--- src/rtl/hc595_chain_driver.sv ---
// hc595_chain_driver: serial shift/latch driver for a cascade of 74HC595 registers
module hc595_chain_driver #(
    parameter int N_CHIP    = 2,
    parameter int CLK_DIV   = 4,
    parameter int MSB_FIRST = 1
) (
    input  logic                clk,
    input  logic                rst_n,
    input  logic [8*N_CHIP-1:0] data,
    input  logic                en,
    input  logic                mode,
    input  logic                start,
    output logic                ds,
    output logic                shcp,
    output logic                stcp,
    output logic                oe_n,
    output logic                busy,
    output logic                done
);
    localparam int W  = 8 * N_CHIP;
    localparam int BW = $clog2(W);
    localparam int DW = $clog2(CLK_DIV + 1);
    localparam logic [BW-1:0] LAST_BIT = BW'(W - 1);
    localparam logic [DW-1:0] LAST_DIV = DW'(CLK_DIV - 1);

    typedef enum logic [1:0] {IDLE, SHIFT, LATCH} state_t;

    state_t          state, state_d;
    logic [W-1:0]    sh, sh_d;
    logic [BW-1:0]   cnt, cnt_d;
    logic [DW-1:0]   div, div_d;
    logic            latched_once, latched_d;
    logic            ds_d, shcp_d, stcp_d, oe_n_d, busy_d, done_d;
    logic            tick;

    // Register every output and the frame state; async clear aborts any transfer
    always_ff @(posedge clk or negedge rst_n) begin
        if (!rst_n) begin
            state        <= IDLE;
            sh           <= '0;
            cnt          <= '0;
            div          <= '0;
            latched_once <= 1'b0;
            ds           <= 1'b0;
            shcp         <= 1'b0;
            stcp         <= 1'b0;
            oe_n         <= 1'b1;
            busy         <= 1'b0;
            done         <= 1'b0;
        end else begin
            state        <= state_d;
            sh           <= sh_d;
            cnt          <= cnt_d;
            div          <= div_d;
            latched_once <= latched_d;
            ds           <= ds_d;
            shcp         <= shcp_d;
            stcp         <= stcp_d;
            oe_n         <= oe_n_d;
            busy         <= busy_d;
            done         <= done_d;
        end
    end

    // Next-state logic: divider ticks toggle shcp in SHIFT and end the stcp pulse in LATCH
    always_comb begin
        tick      = (div == LAST_DIV);
        state_d   = state;
        sh_d      = sh;
        cnt_d     = cnt;
        div_d     = tick ? '0 : div + DW'(1);
        latched_d = latched_once;
        ds_d      = ds;
        shcp_d    = shcp;
        stcp_d    = stcp;
        busy_d    = busy;
        done_d    = 1'b0;
        oe_n_d    = ~(latched_once & en);
        case (state)
            IDLE: begin
                div_d = '0;
                if (en && (mode || start)) begin
                    state_d = SHIFT;
                    sh_d    = data;
                    cnt_d   = '0;
                    busy_d  = 1'b1;
                    shcp_d  = 1'b0;
                    ds_d    = (MSB_FIRST != 0) ? data[W-1] : data[0];
                end
            end
            SHIFT: begin
                if (tick && !shcp) begin
                    shcp_d = 1'b1;
                end else if (tick) begin
                    shcp_d = 1'b0;
                    if (cnt == LAST_BIT) begin
                        state_d = LATCH;
                        stcp_d  = 1'b1;
                        ds_d    = 1'b0;
                    end else begin
                        cnt_d = cnt + BW'(1);
                        sh_d  = (MSB_FIRST != 0) ? sh << 1 : sh >> 1;
                        ds_d  = (MSB_FIRST != 0) ? sh[W-2] : sh[1];
                    end
                end
            end
            LATCH: begin
                if (tick) begin
                    stcp_d    = 1'b0;
                    state_d   = IDLE;
                    busy_d    = 1'b0;
                    done_d    = 1'b1;
                    latched_d = 1'b1;
                end
            end
            default: state_d = IDLE;
        endcase
    end
endmodule

--- config.mk ---
export PLATFORM = sky130hd
export DESIGN_NAME = hc595_chain_driver
export DESIGN_NICKNAME = d
export VERILOG_FILES = /design/src/rtl/hc595_chain_driver.sv
export SDC_FILE = /design/constraint.sdc
export NUM_CORES = 1
export LEC_CHECK = 0
export CORE_UTILIZATION = 51
export DETAILED_ROUTE_END_ITERATION = 10
export GPL_TIMING_DRIVEN = 0
export PLACE_DENSITY = 0.88
export SYNTH_ARGS = -nofsm -noshare
export SYNTH_HDL_FRONTEND = slang
export SYNTH_SLANG_ARGS = --single-unit
--- constraint.sdc ---
create_clock -name clk -period 2.1 [get_ports clk]
set_input_delay 0.42 -clock clk [delete_from_list [all_inputs] [get_ports clk]]
set_output_delay 0.42 -clock clk [all_outputs]
set_load 0.005 [all_outputs]
# Yosys cells after proc, flatten, opt, wreduce, memory -nomap -nowiden
# Cells that the tools add are included.
dict set report classes {
  magnitude_cmp 0
  add_sub_neg 2
  bitwise_logic 2
  n_mul 0
  n_mux 35
  n_reduce_logical 15
  shifts 0
  div 0
  n_eq_ne 11
}
# operator n
set ops {}
lappend ops {{$mux W15} 4}
lappend ops {{$pmux W15 S2} 1}
lappend ops {{$mux W4} 4}
lappend ops {{$reduce_and A5 Y1} 3}
lappend ops {{$mux W1} 13}
lappend ops {{$ne A2 B2 Y1 const B} 6}
lappend ops {{$mux W2} 5}
lappend ops {{$pmux W1 S2} 4}
lappend ops {{$pmux W4 S2} 1}
lappend ops {{$mux W3} 2}
lappend ops {{$pmux W2 S3} 1}
lappend ops {{$reduce_and A3 Y1} 2}
lappend ops {{$reduce_bool A2 Y1} 3}
lappend ops {{$add A4 B1 Y4 const B} 1}
lappend ops {{$eq A4 B4 Y1 const B} 1}
lappend ops {{$reduce_and A4 Y1} 1}
lappend ops {{$add A3 B1 Y3 const B} 1}
lappend ops {{$eq A3 B2 Y1 const B} 1}
lappend ops {{$ne A3 B3 Y1 const B} 1}
lappend ops {{$eq A2 B1 Y1 const B} 1}
lappend ops {{$eq A2 B2 Y1 const B} 1}
lappend ops {{$logic_and A1 B1 Y1} 2}
lappend ops {{$logic_not A2 Y1} 1}
lappend ops {{$reduce_and A2 Y1} 1}
lappend ops {{other kinds (4)} 4}
dict set report totals {
  mem_bits_ro 0
  output_inout_bits 6
  ramBits 0
  in_bits 21
  reg_bits 31
  mem_count 0
  latchBits 0
}

# Logic depth before layout (Yosys ltp)
# Gate-level depths: netlist of the first run.
dict set report depth {
  depth_word 5
  depth_mapped 6
}

# Worst setup path before layout of the first run
# Ideal clock, no wire load.
dict set report synth_path {
  path_kind {reg-to-reg}
  startpoint {reg state[1]}
  endpoint {reg cnt[0]}
  period_less_slack_ns 1.885
  arrival_time_ns 1.760
  stages_incl_launch_ff 6
  path_buffers 1
  slack_ns 0.215
  path_cell_list {dfrtp_1 -> or2_4 -> o22ai_2 -> a21boi_4 -> buf_12 -> mux2_4}
}
dict set report synth_via {
  elab_chain_len 3
}
# item line
set synth_rtl {}
lappend synth_rtl {{from (decl)} 28} ;# state_t state, state_d;
lappend synth_rtl {{from (signal assigned)} 51} ;# state <= state_d;
lappend synth_rtl {{$eq A2 B1 Y1 / $logic_not A2 Y1 (equally long branches)} 79} ;# case (state)
lappend synth_rtl {{$ne A2 B2 Y1 (no line) / $reduce_bool A2 Y1 (equally long branches)} n/a}
lappend synth_rtl {{$reduce_and A5 Y1 (no line)} n/a}
lappend synth_rtl {{to (signal assigned)} 53} ;# cnt <= cnt_d;
lappend synth_rtl {{to (decl)} 30} ;# logic [BW-1:0] cnt, cnt_d;
# Several ways; a longest one is shown, not always the timed one.
# A chain may end at the register's enable or synchronous reset.

# Worst setup path after layout of the first run
dict set report layout_path {
  startpoint {in en}
  endpoint {reg sh[13]}
}
dict set report layout_via {
  elab_chain_len 3
}
# item line
set layout_rtl {}
lappend layout_rtl {{from (decl)} 10} ;# input logic en,
lappend layout_rtl {{$logic_and A1 B1 Y1} 82} ;# if (en && (mode || start)) begin
lappend layout_rtl {{$ne A2 B2 Y1 (no line)} n/a}
lappend layout_rtl {{$reduce_and A5 Y1 (no line)} n/a}
lappend layout_rtl {{to (signal assigned)} 40} ;# sh <= '0;
lappend layout_rtl {{to (signal assigned)} 52} ;# sh <= sh_d;
lappend layout_rtl {{to (decl)} 29} ;# logic [W-1:0] sh, sh_d;
# No other way between the ends.

==> metrics.txt, run 1 <==
clock latency reported for the late side of the worst-skew pair=330 ps; number of ports placed on the die boundary=27; pin count of the biggest net entering global routing=32; post-route DRC violation count=0; Starting Density=54.0%; fraction of power consumed by combinational cells=4.4%; layout cells sized above 1=19.6%; Crit-path slowest cell=clkdlybuf4s50_1; number of rows in the core area=19; critical path startpoint=en; total of flip-flops plus latches after synthesis=31; Slew HR=55.6%; Num CTS Buffers=5; areal power density over the cells=587 mW/mm2; minimum clock period after layout=1960 ps; vias per inst=5.28; minimum setup slack after placement=-407 ps; min-delay worst type=primary input to async pin; clock-pin slew on the worst setup and hold paths=100 ps; static leakage=0.899 nW; Seq/Total Area, Yosys=52.1%; Post-Layout Inst Area=0.00193 mm2; Critical Path RT=2320 ps; Peak supply drop=0.658 mV; master cell of the clock root buffer=clkbuf_4; total length of routed wires=2940 um; final setup violation count=0; wire length per cell=13.7 um; number of hold buffers added after cts=0; Slew Viols, Final=0; Least-Margin Pin Slew=666 ps; maximum count of clock buffers along a single path=2; clock tree from TritonCTS=done; Clock Power Share=42.9%; H-tree depth=2; classification of the worst setup path=primary input to register; area of the mapped netlist=0.00149 mm2; CTS-repair resized insts=0; post-route antenna net violation count=0; end of the worst register-to-register path=sh[13]$_DFFE_PN0P_; launch point of the worst reg-to-reg path=div[0]$_DFF_PN0_; final clock period utilization by the worst path=93.2%; number of DRC violations after detailed-routing iteration 0=20; Max Clock Freq=511 MHz; setup slack after layout=143 ps; RSZ-0062 raised after global routing=no; largest clock skew in the final design=8.09 ps; final global-route overflow total=0; Reg power frac=52.8%; Initial DRT Pass Iterations=4; hold violation count in the final report=0; Reg2Reg Depth=6; Worst Path Arrival=2180 ps; total core area=0.00276 mm2; Total Nets Final=206; sum of negative setup slack=0 ps; overall routing resource usage=20.1%; share of total power consumed by net switching=19.6%; DIE AREA=0.00314 mm2; net count after synthesis=167; max cap viols=0; first-pass GRT wire length=4930 um; highest fanout seen on the critical path=10; buffers added on ports=26; via count of the routed design=1136; capture point of the worst path=sh[13]$_DFFE_PN0P_; detailed placement HPWL=2040 um; startpoint kind of the worst setup timing path=primary input; Layout Area Growth over Synthesis=29.4%; antenna violations before repair=0; delay of the slowest cell on the worst path=470 ps; internal power=0.910 mW; Layout fillers=213; Synthesis Warnings=0; vias in the first global route=1128; RePlAce Congestion=0.747; Gate Count Post-Synth=144; worst-case register-to-register setup slack=190 ps; cell family with the largest share of critical-path delay=compound AO/OA/AOI/OAI gates; post-synth cell types=31; area after detailed placement=0.00179 mm2; Sinks on Clock Net=31; Crit. End Element=register; count of buffer and inverter cells on the critical path=2; vertical extent of the die=56.1 um; Chip Width=56.1 um; net switching component of the power=0.221 mW; result of the run=complete, no violations; final antenna diode count=0; syn avg cell area=10.3 um2; critical path, cell by cell=clkdlybuf4s50_1 > o21ai_0 > o22ai_2 > a21boi_4 > buf_12 > mux2_4; logic depth of the worst path, buffers included=6
==> cells in the mapped netlist, drive strengths merged <==
cell type | instances | area, um2
nand2 | 44 | 165
dfrtp | 30 | 751
mux2 | 15 | 195
o21ai | 7 | 35.0
a21oi | 6 | 30.0
inv | 5 | 18.8
and3 | 4 | 25.0
clkbuf | 4 | 15.0
nor2 | 3 | 11.3
o22ai | 3 | 25.0
ha | 2 | 25.0
nand3 | 2 | 10.0
nor2b | 2 | 12.5
nor3 | 2 | 10.0
or2 | 2 | 15.0
a21boi | 1 | 18.8
a22o | 1 | 8.76
a2bb2oi | 1 | 8.76
and2 | 1 | 6.26
and2b | 1 | 7.51
buf | 1 | 20.0
dfstp | 1 | 26.3
mux2i | 1 | 10.0
nand2b | 1 | 6.26
nand4bb | 1 | 11.3
nor3b | 1 | 7.51
o211ai | 1 | 7.51
or2b | 1 | 7.51
==> per-layer routing <==
metal,part of all wire (%),wire [um],GRT usage [%]
met2,51,1490,33.7
met5,0,0,0
met3,5.5,161,6.74
met4,0.92,27,5.92
met1,43,1260,24.8
==> through the flow <==
stage | power [mW] | utilization [%] | cells | hold WS (ps)
after floorplan | 0.610 | - | 144 | 124
after global placement | 0.659 | 64.9 | 201 | 381
after detailed placement | 0.659 | 64.9 | 201 | 395
after CTS | 1.15 | 69.0 | 211 | 410
after global routing | 1.17 | 69.9 | 215 | 154
final | 1.13 | 69.9 | 215 | 109
==> flip-flops by register name (all words and copies together), names as in the netlist <==
name          cells
div               3
oe_n              1
cnt               4
busy              1
ds                1
shcp              1
stcp              1
latched_once      1
sh               15
state             2
done              1
==> power by group through the flow <==
stage	clock network, mW	registers [mW]	logic [mW]
after floorplan	0	0.608	0.00188
after global placement	0	0.608	0.0502
after detailed placement	0	0.608	0.0511
after CTS	0.498	0.597	0.0515
after global routing	0.520	0.597	0.0546
final	0.485	0.597	0.0494
==> cell type report <==
cell class                      instances  area (um2)  area share (%)
Tap cell                               31        38.8            2.01
Inverter                                5        18.8           0.973
Sequential cell                        31         777            40.3
Clock buffer                            6        51.3            2.66
Buffer                                  5        35.0            1.82
Timing Repair Buffer                   32         313            16.2
Multi-Input combinational cell        103         659            34.2
Clock inverter                          2        35.0            1.82
==> placed cells by master (no fill, tap or decap), drive strengths merged <==
master,n
nand2,44
nor2b,2
and2b,1
and2,1
or2b,1
clkdlybuf4s50,25
or2,2
o211ai,1
nor3b,1
a21boi,1
inv,5
bufinv,1
and3,4
mux2i,1
nor3,2
a22o,1
o21ai,7
mux2,15
ha,2
nor2,3
a2bb2oi,1
dfstp,1
dfrtp,30
nand4bb,1
o22ai,3
a21oi,6
clkbuf,10
nand3,2
nand2b,1
buf,8
clkinv,1
==> how the worst min path moves through the flow <==
stage / start / endpoint / slack, ps / depth (start not counted)
final: rst_n / busy$_DFFE_PN0P_ / 110 / 1
after global placement: latched_once$_DFFE_PN0P_ / oe_n$_DFF_PN1_ / 380 / 1
after CTS: latched_once$_DFFE_PN0P_ / oe_n$_DFF_PN1_ / 410 / 1
after floorplan: rst_n / busy$_DFFE_PN0P_ / 120 / 0
after detailed placement: latched_once$_DFFE_PN0P_ / oe_n$_DFF_PN1_ / 400 / 1
after global routing: rst_n / busy$_DFFE_PN0P_ / 150 / 1
==> repair_timing <==
action	in CTS	in global routing
buffers inserted	2	4
setup endpoints to repair	7	15
pin swaps	0	1
endpoints found under the hold margin	0	0
==> cells by family after synthesis <==
| logic type | after synthesis | synth area share, % |
|---|---|---|
| and+or+nand+nor | 65 | 19.8 |
| muxes | 16 | 13.8 |
| DFF | 31 | 52.1 |
| buffers and inverters | 10 | 3.61 |
| AOI/OAI and AO/OA | 20 | 8.98 |
| adders and majority gates | 2 | 1.68 |
Power figures use the tool's default switching activity.
==> run 2, diff against run 1 <==
--- a/config.mk
+++ b/config.mk
@@ -5,10 +5,10 @@
 export SDC_FILE = /design/constraint.sdc
 export NUM_CORES = 1
 export LEC_CHECK = 0
-export CORE_UTILIZATION = 51
+export CORE_UTILIZATION = 35
 export DETAILED_ROUTE_END_ITERATION = 10
 export GPL_TIMING_DRIVEN = 0
-export PLACE_DENSITY = 0.88
+export PLACE_DENSITY_LB_ADDON = 0.2
 export SYNTH_ARGS = -nofsm -noshare
 export SYNTH_HDL_FRONTEND = slang
 export SYNTH_SLANG_ARGS = --single-unit
==> metrics.txt, run 2 (same netlist as run 1, synthesis figures left out) <==
max cap viols=0 (unchanged); leading cell types in the layout, fill and taps excluded=nand2_1, dfrtp_1, clkdlybuf4s50_1 (unchanged); Top Registers=sh: 15 flops, cnt: 4 flops, div: 3 flops (unchanged); final setup violation count=0 (unchanged); total area of sequential cells=777 um2 (unchanged); Starting Density=36.7% (was 54.0%); wire length per cell=12.7 um (was 13.7 um); delay of the slowest cell on the worst path=480 ps (was 470 ps); post-route antenna net violation count=0 (unchanged); Num CTS Buffers=5 (unchanged); Critical Path RT=2260 ps (was 2320 ps); detailed placement HPWL=2050 um (was 2040 um); largest clock skew in the final design=5.90 ps (was 8.09 ps); total length of routed wires=2940 um (about the same); Most flops, register=sh (unchanged); clock-pin slew on the worst setup and hold paths=70 ps (was 100 ps); master cell of the clock root buffer=clkbuf_8 (was clkbuf_4); maximum count of clock buffers along a single path=2 (unchanged); DIE AREA=0.00452 mm2 (was 0.00314 mm2); worst-case register-to-register setup slack=210 ps (was 190 ps); Slew Viols, Final=0 (unchanged); total area of multi-input combinational cells=659 um2 (unchanged); Least-Margin Pin Slew=701 ps (was 666 ps); sum of negative setup slack=0 ps (unchanged); result of the run=complete, no violations (unchanged); static leakage=0.898 nW (was 0.899 nW); RSZ-0062 raised after global routing=no (unchanged); first-pass GRT wire length=5030 um (was 4930 um); clock tree from TritonCTS=done (unchanged); number of flip-flops in the largest register=15 (unchanged); Layout fillers=366 (was 213); startpoint kind of the worst setup timing path=primary input (unchanged); RePlAce Congestion=0.706 (was 0.747); final antenna diode count=0 (unchanged); final non-filler cell total=232 (was 215); Total Power=1.25 mW (was 1.13 mW); critical path startpoint=en (unchanged); final global-route overflow total=0 (unchanged); hold slack=183 ps (was 109 ps); via count of the routed design=1119 (was 1136); vias in the first global route=1169 (was 1128); buffers added on ports=26 (unchanged); Worst Path Arrival=2160 ps (was 2180 ps); number of DRC violations after detailed-routing iteration 0=32 (was 20); vias per inst=4.82 (was 5.28); H-tree depth=2 (unchanged); total core area=0.00406 mm2 (was 0.00276 mm2); critical path, cell by cell=clkdlybuf4s50_1 > o21ai_0 > o22ai_2 > a21boi_4 > buf_4 > mux2_2 (was clkdlybuf4s50_1 > o21ai_0 > o22ai_2 > a21boi_4 > buf_12 > mux2_4); vertical extent of the die=67.3 um (was 56.1 um); Crit-path slowest cell=clkdlybuf4s50_1 (unchanged); pin count of the biggest net entering global routing=32 (unchanged); overall routing resource usage=15.5% (was 20.1%); post-route DRC violation count=0 (unchanged); number of rows in the core area=23 (was 19); minimum clock period after layout=1990 ps (was 1960 ps); min-delay worst type=primary input to async pin (unchanged); most common cell after layout, fill and taps aside=nand2_1 (unchanged); Total Nets Final=204 (was 206); Sinks on Clock Net=31 (unchanged); highest fanout seen on the critical path=5 (was 10); antenna violations before repair=0 (unchanged); Max Clock Freq=502 MHz (was 511 MHz); Initial DRT Pass Iterations=4 (unchanged); number of cells in the design after placement=220 (was 201); Chip Width=67.3 um (was 56.1 um); Peak supply drop=0.316 mV (was 0.658 mV); layout cells sized above 1=18.7% (was 19.6%); classification of the worst setup path=primary input to register (unchanged); hold violation count in the final report=0 (unchanged); Crit. End Element=register (unchanged); number of ports placed on the die boundary=27 (unchanged); final clock period utilization by the worst path=95.0% (was 93.2%); share of the core filled with cells in the final layout=48.2% (was 69.9%); areal power density over the cells=640 mW/mm2 (was 587 mW/mm2); Slew HR=53.2% (was 55.6%); CTS-repair resized insts=0 (unchanged); clock latency reported for the late side of the worst-skew pair=280 ps (was 330 ps); Layout Area Growth over Synthesis=31.2% (was 29.4%); launch point of the worst reg-to-reg path=state[1]$_DFFE_PN0P_ (was div[0]$_DFF_PN0_)
[run 2: worst paths after layout]
| kind | endpoint | depth (start not counted) |
|---|---|---|
| min in group clk | oe_n$_DFF_PN1_ | 1 |
| worst max-delay path | sh[2]$_DFFE_PN0P_ | 6 |
| worst min-delay path | shcp$_DFFE_PN0P_ | 1 |
| worst max register to register | cnt[2]$_DFFE_PN0P_ | 5 |
| max in group asynchronous | sh[3]$_DFFE_PN0P_ | 1 |
| worst min register to register | oe_n$_DFF_PN1_ | 1 |
[run 2: worst max-delay path, delay by kind of cell]
| kind | cells | cell delay, ps |
|---|---|---|
| buf+inv | 2 | 660 |
| compound gates | 3 | 750 |
| mux | 1 | 330 |
[run 2: power breakdown]
| group | internal [mW] | switching (mW) |
|---|---|---|
| Combinational | 0.0319 | 0.0183 |
| Sequential | 0.597 | 0 |
| Clock | 0.384 | 0.221 |
[run 2: final cells by class]
class / count / share of cell area, %
buffer: 5 / 1.79
clock buffer: 6 / 4.22
clock inverter: 2 / 1.79
inverter: 5 / 0.960
multi-input combinational: 103 / 33.7
sequential: 31 / 39.7
tap: 50 / 3.20
timing repair buffer: 30 / 14.6
[run 2: what timing repair did]
| action | in CTS | in global routing |
|---|---|---|
| setup buffers | 4 | 0 |
| setup endpoints to repair | 16 | 0 |
| hold buffers | 0 | 0 |
[run 2: per-stage QoR]
step,setup WS [ps],area (um2)
final,106,1960
after global routing,12.4,1960
after CTS,81.8,1960
after detailed placement,-483,1810
after global placement,-421,1810
after floorplan,215,1490
[run 2: layer usage]
layer / up-vias / GRT usage [%] / part of all wire, %
met2: 26 / 26.1 / 49
met5: - / 0 / 0
met4: 0 / 6.38 / 1.5
met3: 5 / 6.93 / 4.9
li1: 557 / - / -
met1: 531 / 16.9 / 45
